## src/rtl/full_adder_unit_if.sv

```systemverilog
// Operand/result bundle for full_adder_unit.
// The ovf signal is present only when FULL_ADDER_UNIT_OVF_EN is defined.
interface full_adder_unit_if #(
  parameter int unsigned WIDTH = 1
);
  logic [WIDTH-1:0] a;
  logic [WIDTH-1:0] b;
  logic             ci;
  logic             in_valid;
  logic [WIDTH-1:0] s;
  logic             co;
  logic             out_valid;
`ifdef FULL_ADDER_UNIT_OVF_EN
  logic             ovf;
`endif

  modport master (
    output a, b, ci, in_valid,
    input  s, co, out_valid
`ifdef FULL_ADDER_UNIT_OVF_EN
    , input ovf
`endif
  );

  modport slave (
    input  a, b, ci, in_valid,
    output s, co, out_valid
`ifdef FULL_ADDER_UNIT_OVF_EN
    , output ovf
`endif
  );
endinterface

```

## src/rtl/full_adder_unit.sv

```systemverilog
// Ripple-carry adder {co, s} = a + b + ci, optionally registered with a valid strobe.
// Optional signed-overflow output enabled by macro FULL_ADDER_UNIT_OVF_EN.
module full_adder_unit #(
  parameter int unsigned WIDTH   = 1,
  parameter bit          REG_OUT = 1'b1
) (
  input logic           clk,
  input logic           rst,
  full_adder_unit_if.slave bus
);

  logic [WIDTH:0]   c;
  logic [WIDTH-1:0] sum;
  logic             co_next;
`ifdef FULL_ADDER_UNIT_OVF_EN
  logic             ovf_next;
`endif

  // Chain of 1-bit full-adder cells; c[0] is the carry-in.
  always_comb begin
    c    = '0;
    sum  = '0;
    c[0] = bus.ci;
    for (int unsigned i = 0; i < WIDTH; i++) begin
      sum[i]   = bus.a[i] ^ bus.b[i] ^ c[i];
      c[i + 1] = (bus.a[i] & bus.b[i]) | (bus.a[i] & c[i]) | (bus.b[i] & c[i]);
    end
  end

  assign co_next = c[WIDTH];
`ifdef FULL_ADDER_UNIT_OVF_EN
  assign ovf_next = c[WIDTH] ^ c[WIDTH-1];
`endif

  if (REG_OUT) begin : g_reg
    // Result registers load only on qualified cycles, so unqualified inputs never reach them.
    always_ff @(posedge clk or posedge rst) begin
      if (rst) begin
        bus.s         <= '0;
        bus.co        <= 1'b0;
        bus.out_valid <= 1'b0;
`ifdef FULL_ADDER_UNIT_OVF_EN
        bus.ovf       <= 1'b0;
`endif
      end else begin
        bus.out_valid <= bus.in_valid;
        if (bus.in_valid) begin
          bus.s  <= sum;
          bus.co <= co_next;
`ifdef FULL_ADDER_UNIT_OVF_EN
          bus.ovf <= ovf_next;
`endif
        end
      end
    end
  end else begin : g_comb
    logic unused_clk_rst;
    assign unused_clk_rst = clk ^ rst;

    always_comb begin
      bus.s         = sum;
      bus.co        = co_next;
      bus.out_valid = bus.in_valid;
`ifdef FULL_ADDER_UNIT_OVF_EN
      bus.ovf       = ovf_next;
`endif
    end
  end

endmodule

```

## src/flat_wrapper.sv

```systemverilog
// flat-port wrapper written by rule: the top's interface ports become plain ports
module full_adder_unit_flat 
#(
  parameter int unsigned WIDTH   = 1,
  parameter bit          REG_OUT = 1'b1
)
  (clk, rst, bus_a, bus_b, bus_ci, bus_in_valid, bus_s, bus_co, bus_out_valid);
  full_adder_unit_if #(.WIDTH(WIDTH)) bus_i ();
  input logic clk;
  input logic rst;
  input wire logic [$bits(bus_i.a)-1:0] bus_a;
  input wire logic [$bits(bus_i.b)-1:0] bus_b;
  input wire logic [$bits(bus_i.ci)-1:0] bus_ci;
  input wire logic [$bits(bus_i.in_valid)-1:0] bus_in_valid;
  output wire logic [$bits(bus_i.s)-1:0] bus_s;
  output wire logic [$bits(bus_i.co)-1:0] bus_co;
  output wire logic [$bits(bus_i.out_valid)-1:0] bus_out_valid;
  assign bus_i.a = bus_a;
  assign bus_i.b = bus_b;
  assign bus_i.ci = bus_ci;
  assign bus_i.in_valid = bus_in_valid;
  assign bus_s = bus_i.s;
  assign bus_co = bus_i.co;
  assign bus_out_valid = bus_i.out_valid;
  full_adder_unit #(.WIDTH(WIDTH), .REG_OUT(REG_OUT)) u_core (.clk(clk), .rst(rst), .bus(bus_i));
endmodule
```

## config.mk

```make
export PLATFORM = sky130hd
export DESIGN_NAME = full_adder_unit_flat
export DESIGN_NICKNAME = d
export VERILOG_FILES = /design/src/rtl/full_adder_unit_if.sv /design/src/rtl/full_adder_unit.sv /design/src/flat_wrapper.sv
export SDC_FILE = /design/constraint.sdc
export NUM_CORES = 1
export LEC_CHECK = 0
export ABC_AREA = 1
export BUFFER_PORTS_ARGS = -buffer_cell sky130_fd_sc_hd__buf_2
export CAP_MARGIN = 40
export CORE_AREA = 4 4 41 43
export CTS_BUF_LIST = sky130_fd_sc_hd__clkbuf_16
export CTS_CLUSTER_SIZE = 30
export DETAILED_ROUTE_END_ITERATION = 12
export DIE_AREA = 0 0 45 47
export GPL_TIMING_DRIVEN = 1
export SYNTH_ARGS = -nofsm -noshare
export SYNTH_HDL_FRONTEND = slang
export SYNTH_SLANG_ARGS = --single-unit
```

## constraint.sdc

```tcl
create_clock -name clk -period 0.8 [get_ports clk]
set_input_delay 0.04 -clock clk [delete_from_list [all_inputs] [get_ports clk]]
set_output_delay 0.04 -clock clk [all_outputs]
set_load 0.01 [all_outputs]
```

==> results.json, run 1 <==
{
  "status": "complete, no violations",
  "coreArea_mm2": 0.00130,
  "worstSetupEndpointType": "primary output",
  "route.met3.wl_um": 50,
  "worstPathCellList": "buf_2",
  "synth_fa_ha_area_frac": 0.160,
  "nFillCells": 150,
  "htreeDepth": 1,
  "highest_layer": "met4",
  "wire_per_inst_um": 7.76,
  "hold_violations": 0,
  "clock_path_buffers": 2,
  "max_clock_freq_mhz": 1300,
  "die_w_um": 45,
  "crit_fanout": 2,
  "start_util": 0.0962,
  "combPwrFrac": 0.069,
  "critPathMaxStageDelay_ns": 0.37,
  "wl_met2_um": 90,
  "crit_buf_inv": 1,
  "synth_area_leader_cell": "dfrtp_1",
  "grt_setup_unrepaired": "no",
  "critical-path-top-delay-family": "flip-flops",
  "r2r_slack_ns": 0.21,
  "clock_sinks": 3,
  "wl_met1_um": 128,
  "seqPwrFrac": 0.171,
  "rows": 13,
  "ys.warnings.count": 0,
  "pwr-share-clk": 0.759,
  "ant_nets": 0,
  "hp-class": "input port to register",
  "powerDensity_mw_per_mm2": 3630,
  "required_ns": 0.76,
  "holdPathStages": 4,
  "finalWeightedCongestion": 0.510,
  "wirelength_um": 318,
  "synth.area.mux_share": 0,
  "arrival_ns": 0.73,
  "timing.rr.end": "u_core.bus.co$_DFFE_PP0P_",
  "hold_path_startpoint": "bus_a",
  "worst_slew_pin_slew_ns": 0.113,
  "routed_via_density": 3.00,
  "portBuffers": 8,
  "r2r_cells": 2,
  "grt_pass1_vias": 128,
  "netSwitchingFraction": 0.172,
  "synth_cell_types": 4,
  "final_nets": 34,
  "finalSetupViolations": 0,
  "drv_slew": 0,
  "fin_skew_ns": 0,
  "setup.worst_path.class": "register to primary output",
  "p_int_mw": 0.849,
  "finalSetupTns_ns": 0,
  "tritoncts": "yes",
  "final_core_utilization": 0.217,
  "antenna_found_initial": 0,
  "synth_area_leaders": "dfrtp_1 60%, nand2_1 18%, fa_1 16%, inv_1 6.0%",
  "synth_top_family_by_area": "simple AND/OR/NAND/NOR gates",
  "slew-limit-headroom": 0.925,
  "drc_errors": 0,
  "syn-num-nets": 19,
  "diodes": 0,
  "crit_slowest_cell": "dfrtp_1",
  "mostFrequentLayoutCells": "8 x buf_2, 6 x nand2_1, 3 x inv_1, 3 x clkbuf_16, 3 x dfrtp_1",
  "switchingPower_mw": 0.177,
  "overflow": 0,
  "fp.dieH_um": 47,
  "dieArea_mm2": 0.00212,
  "track_usage": 0.0451,
  "drive_above_1_share": 0.423,
  "clk_pin_slew_ns": 0.03,
  "synth_xor_xnor_area_share": 0,
  "layout_commonest_cell": "buf_2",
  "cts_inserted_buffers": 3,
  "power_leakage_nw": 0.154,
  "synth_compound_area_frac": 0,
  "areaGrowthSynthToFinish_pct": 126,
  "fin_crit_ns": 0.772,
  "synth_area_um2": 125,
  "synth_top_area_frac": 0.600,
  "reg2reg_from": "u_core.bus.co$_DFFE_PP0P_",
  "maxCapViolCount": 0,
  "period_share": 0.965,
  "dr.pass1.iters": 1,
  "dr.first_iter.drc_count": 0,
  "min_to": "u_core.bus.s$_DFFE_PP0P_",
  "grt_pass1_wl_um": 476,
  "grt_start_max_net_pins": 5,
  "avgSynthCellArea_um2": 10.4,
  "ys_seq_elements": 3,
  "startpoint_type": "register",
  "synth-seq-area-share": 0.600,
  "clockRootBuffer": "clkbuf_16",
  "num_vias": 123,
  "io-pin-count": 9,
  "vdd_drop_max_uv": 503,
  "yosys.area_share.simple": 0.180,
  "syn_inst": 12,
  "clk_latency_ns": 0.22
}
==> power by group through the flow <==
stage               Clock, mW  Combinational [mW]  Sequential, mW
floorplan                   0              0.0205           0.185
global placement            0              0.0649           0.178
detailed placement          0              0.0663           0.178
CTS                     0.794              0.0740           0.176
global route            0.806              0.0826           0.178
finish                  0.779              0.0713           0.176
==> cell type report <==
| cell class | instances | area, um2 | area share |
|---|---|---|---|
| multi-input combinational | 7 | 42.5 | 0.150 |
| tap | 15 | 18.8 | 0.0664 |
| clock inverter | 1 | 3.75 | 0.0133 |
| sequential | 3 | 75.1 | 0.265 |
| clock buffer | 3 | 75.1 | 0.265 |
| inverter | 2 | 7.51 | 0.0265 |
| timing repair buffer | 10 | 60.1 | 0.212 |
==> cells by family (layout without fill, tap and decap cells) <==
logic type    Yosys count  in the layout
simple gates            6              6
fa+ha+maj               1              1
flops                   3              3
buf+inv                 2             16
==> how the worst max path moves through the flow <==
stage | startpoint | endpoint | slack (ns) | cells after the start
4_1_cts | u_core.bus.co$_DFFE_PP0P_ | bus_co | 0.02 | 1
6_report | u_core.bus.co$_DFFE_PP0P_ | bus_co | 0.03 | 1
3_3_place_gp | bus_ci | u_core.bus.s$_DFFE_PP0P_ | -0.06 | 4
3_5_place_dp | bus_ci | u_core.bus.s$_DFFE_PP0P_ | -0.06 | 4
5_1_grt | u_core.bus.s$_DFFE_PP0P_ | bus_s | 0.008 | 1
2_1_floorplan | bus_ci | u_core.bus.s$_DFFE_PP0P_ | 0.08 | 3
==> cell usage after synthesis <==
cell type,count
inv_1,2
dfrtp_1,3
nand2_1,6
fa_1,1
==> routing by layer <==
metal  up-vias  GRT usage
li1         62          -
met1        46     0.0343
met2        11     0.0424
met3         4     0.0115
met4         0      0.140
met5         -          0
==> per-stage QoR <==
step                      setup slack [ns]  hold slack (ns)  area, um2  instances  total power [mW]
after floorplan                     0.0816           -0.206        125         12             0.206
after global placement             -0.0589          -0.0940        184         35             0.242
after detailed placement           -0.0618          -0.0904        184         35             0.244
after CTS                           0.0213            0.191        283         41              1.04
after global routing               0.00834            0.236        283         41              1.07
final                               0.0278            0.187        283         41              1.03
==> sequential cells by signal, summed over array words and instances (netlist names) <==
register / count
u_core.bus.s: 1
u_core.bus.out_valid: 1
u_core.bus.co: 1
==> what timing repair did <==
item | CTS | global route
hold buffers | 2 | 0
hold endpoints to repair | 4 | 0
endpoints found under the setup margin | 0 | 0
gates resized for setup | 0 | 0
setup buffers | 0 | 0
Power figures use the tool's default switching activity.
==> inputs of run 2 (changes only) <==
PLACE_DENSITY_LB_ADDON = 0.25   (was default)
==> run 2 against run 1 <==
Net effect:
- sequential power hardly changed
- critical path depth stayed put
- clock power hardly changed
- critical endpoint is now bus_s
- global-route usage is 0.49 points higher
- design area is 5.3% higher
- register-to-register slack worse by 0.11 ns
- count of clock-buffer cells in the layout stayed put
- hold slack better by 0.0045 ns
- via count is 4.1% higher
- power is 2.3% higher
- first-iteration DRC count is 3 higher
==> results.json, run 2 (synthesis results as in run 1) <==
{
  "status": "complete, no violations",
  "power_leakage_nw": 0.164,
  "clk_pin_slew_ns": 0.03,
  "crit_buf_inv": 1,
  "hold_violations": 0,
  "wirelength_um": 357,
  "ant_nets": 0,
  "layout_commonest_cell": "buf_2",
  "maxCapViolCount": 0,
  "cts_inserted_buffers": 3,
  "clock_sinks": 3,
  "required_ns": 0.76,
  "slew-limit-headroom": 0.927,
  "overflow": 0,
  "tritoncts": "yes",
  "mostFrequentLayoutCells": "8 x buf_2, 6 x nand2_1, 3 x inv_1, 3 x clkbuf_16, 3 x dfrtp_1",
  "drc_errors": 0,
  "critPathMaxStageDelay_ns": 0.37,
  "routed_via_density": 2.98,
  "areaGrowthSynthToFinish_pct": 138,
  "cts-resized-gates": 0,
  "fin_crit_ns": 0.768,
  "dr.pass1.iters": 2,
  "drv_slew": 0,
  "portBuffers": 8,
  "clk_latency_ns": 0.22,
  "worstSetupEndpointType": "primary output",
  "io-pin-count": 9,
  "power_mw": 1.05,
  "fp.dieH_um": 47,
  "dr.first_iter.drc_count": 3,
  "worstPathCellList": "buf_2",
  "coreArea_mm2": 0.00130,
  "clockRootBuffer": "clkbuf_16",
  "fin_skew_ns": 0,
  "final_nets": 36,
  "finalWeightedCongestion": 0.711,
  "max_clock_freq_mhz": 1300,
  "grt_pass1_wl_um": 565,
  "period_share": 0.960,
  "grt_setup_unrepaired": "no",
  "vdd_drop_max_uv": 700,
  "startpoint_type": "register",
  "htreeDepth": 1,
  "grt_pass1_vias": 134,
  "setup.worst_path.class": "register to primary output",
  "hp-class": "input port to register",
  "wire_per_inst_um": 8.30,
  "antenna_found_initial": 0,
  "num_vias": 128,
  "die_w_um": 45,
  "critical-path-top-delay-family": "flip-flops",
  "powerDensity_mw_per_mm2": 3520,
  "track_usage": 0.0500,
  "worst_slew_pin_slew_ns": 0.109,
  "crit_slowest_cell": "dfrtp_1",
  "arrival_ns": 0.73,
  "rows": 13,
  "grt_start_max_net_pins": 5,
  "dieArea_mm2": 0.00212,
  "finalSetupViolations": 0,
  "drive_above_1_share": 0.464,
  "clock_path_buffers": 2,
  "crit_fanout": 2,
  "top_regs": "u_core.bus.co x1, u_core.bus.out_valid x1, u_core.bus.s x1",
  "diodes": 0,
  "nFillCells": 157,
  "start_util": 0.0962,
  "timing.hold.ws_ns": 0.192
}
-- run 2: cell count changes in the layout (fill, tap and decap cells not counted) --
cell | before | now
buf_4 | 0 | 2
-- run 2: timing repair --
| item | 4_1_cts | 5_1_grt |
|---|---|---|
| hold buffers | 2 | 0 |
| endpoints found under the setup margin | 0 | 2 |
| buffers inserted | 0 | 2 |
| endpoints found under the hold margin | 4 | 0 |
-- run 2: routing by layer --
layer / up-vias / global-route usage / share of wire
li1: 66 / - / -
met1: 49 / 0.0461 / 0.46
met2: 11 / 0.0452 / 0.29
met3: 2 / 0.0575 / 0.23
met4: 0 / 0.0702 / 0.022
met5: - / 0 / 0
-- run 2: final timing paths --
path	endpoint	depth (start not counted)	start	slack [ns]
setup reg to reg	u_core.bus.co$_DFFE_PP0P_	3	u_core.bus.co$_DFFE_PP0P_	0.10
setup / recovery	bus_s	1	u_core.bus.s$_DFFE_PP0P_	0.03
hold / removal	u_core.bus.s$_DFFE_PP0P_	4	bus_a	0.19
hold reg to reg	u_core.bus.co$_DFFE_PP0P_	3	u_core.bus.co$_DFFE_PP0P_	0.56
max in group asynchronous	u_core.bus.co$_DFFE_PP0P_	3	rst	0.45
min in group asynchronous	u_core.bus.out_valid$_DFF_PP0_	3	rst	0.22
-- run 2: final cells by class --
cell class | instances | area, um2 | area share
inverter | 2 | 7.51 | 0.0252
tap | 15 | 18.8 | 0.0630
timing repair buffer | 12 | 75.1 | 0.252
sequential | 3 | 75.1 | 0.252
clock buffer | 3 | 75.1 | 0.252
clock inverter | 1 | 3.75 | 0.0126
multi-input combinational | 7 | 42.5 | 0.143
-- run 2: stage by stage --
| stage | setup TNS, ns | instances | setup WS [ns] | utilization | area, um2 |
|---|---|---|---|---|---|
| 2_1_floorplan | 0 | 12 | 0.0816 | - | 125 |
| 3_3_place_gp | -0.0423 | 35 | -0.0423 | 0.141 | 184 |
| 3_5_place_dp | -0.0592 | 35 | -0.0553 | 0.141 | 184 |
| 4_1_cts | 0 | 41 | 0.0170 | 0.217 | 283 |
| 5_1_grt | 0 | 43 | 0.00642 | 0.229 | 298 |
| 6_report | 0 | 43 | 0.0319 | 0.229 | 298 |
-- run 2: report_power, final --
group | internal (mW) | leakage (nW) | switching, mW | total (mW)
registers | 0.168 | 0.0360 | 0.00650 | 0.175
logic | 0.0515 | 0.0857 | 0.0408 | 0.0923
clock network | 0.645 | 0.0423 | 0.137 | 0.782
total | 0.864 | 0.164 | 0.185 | 1.05
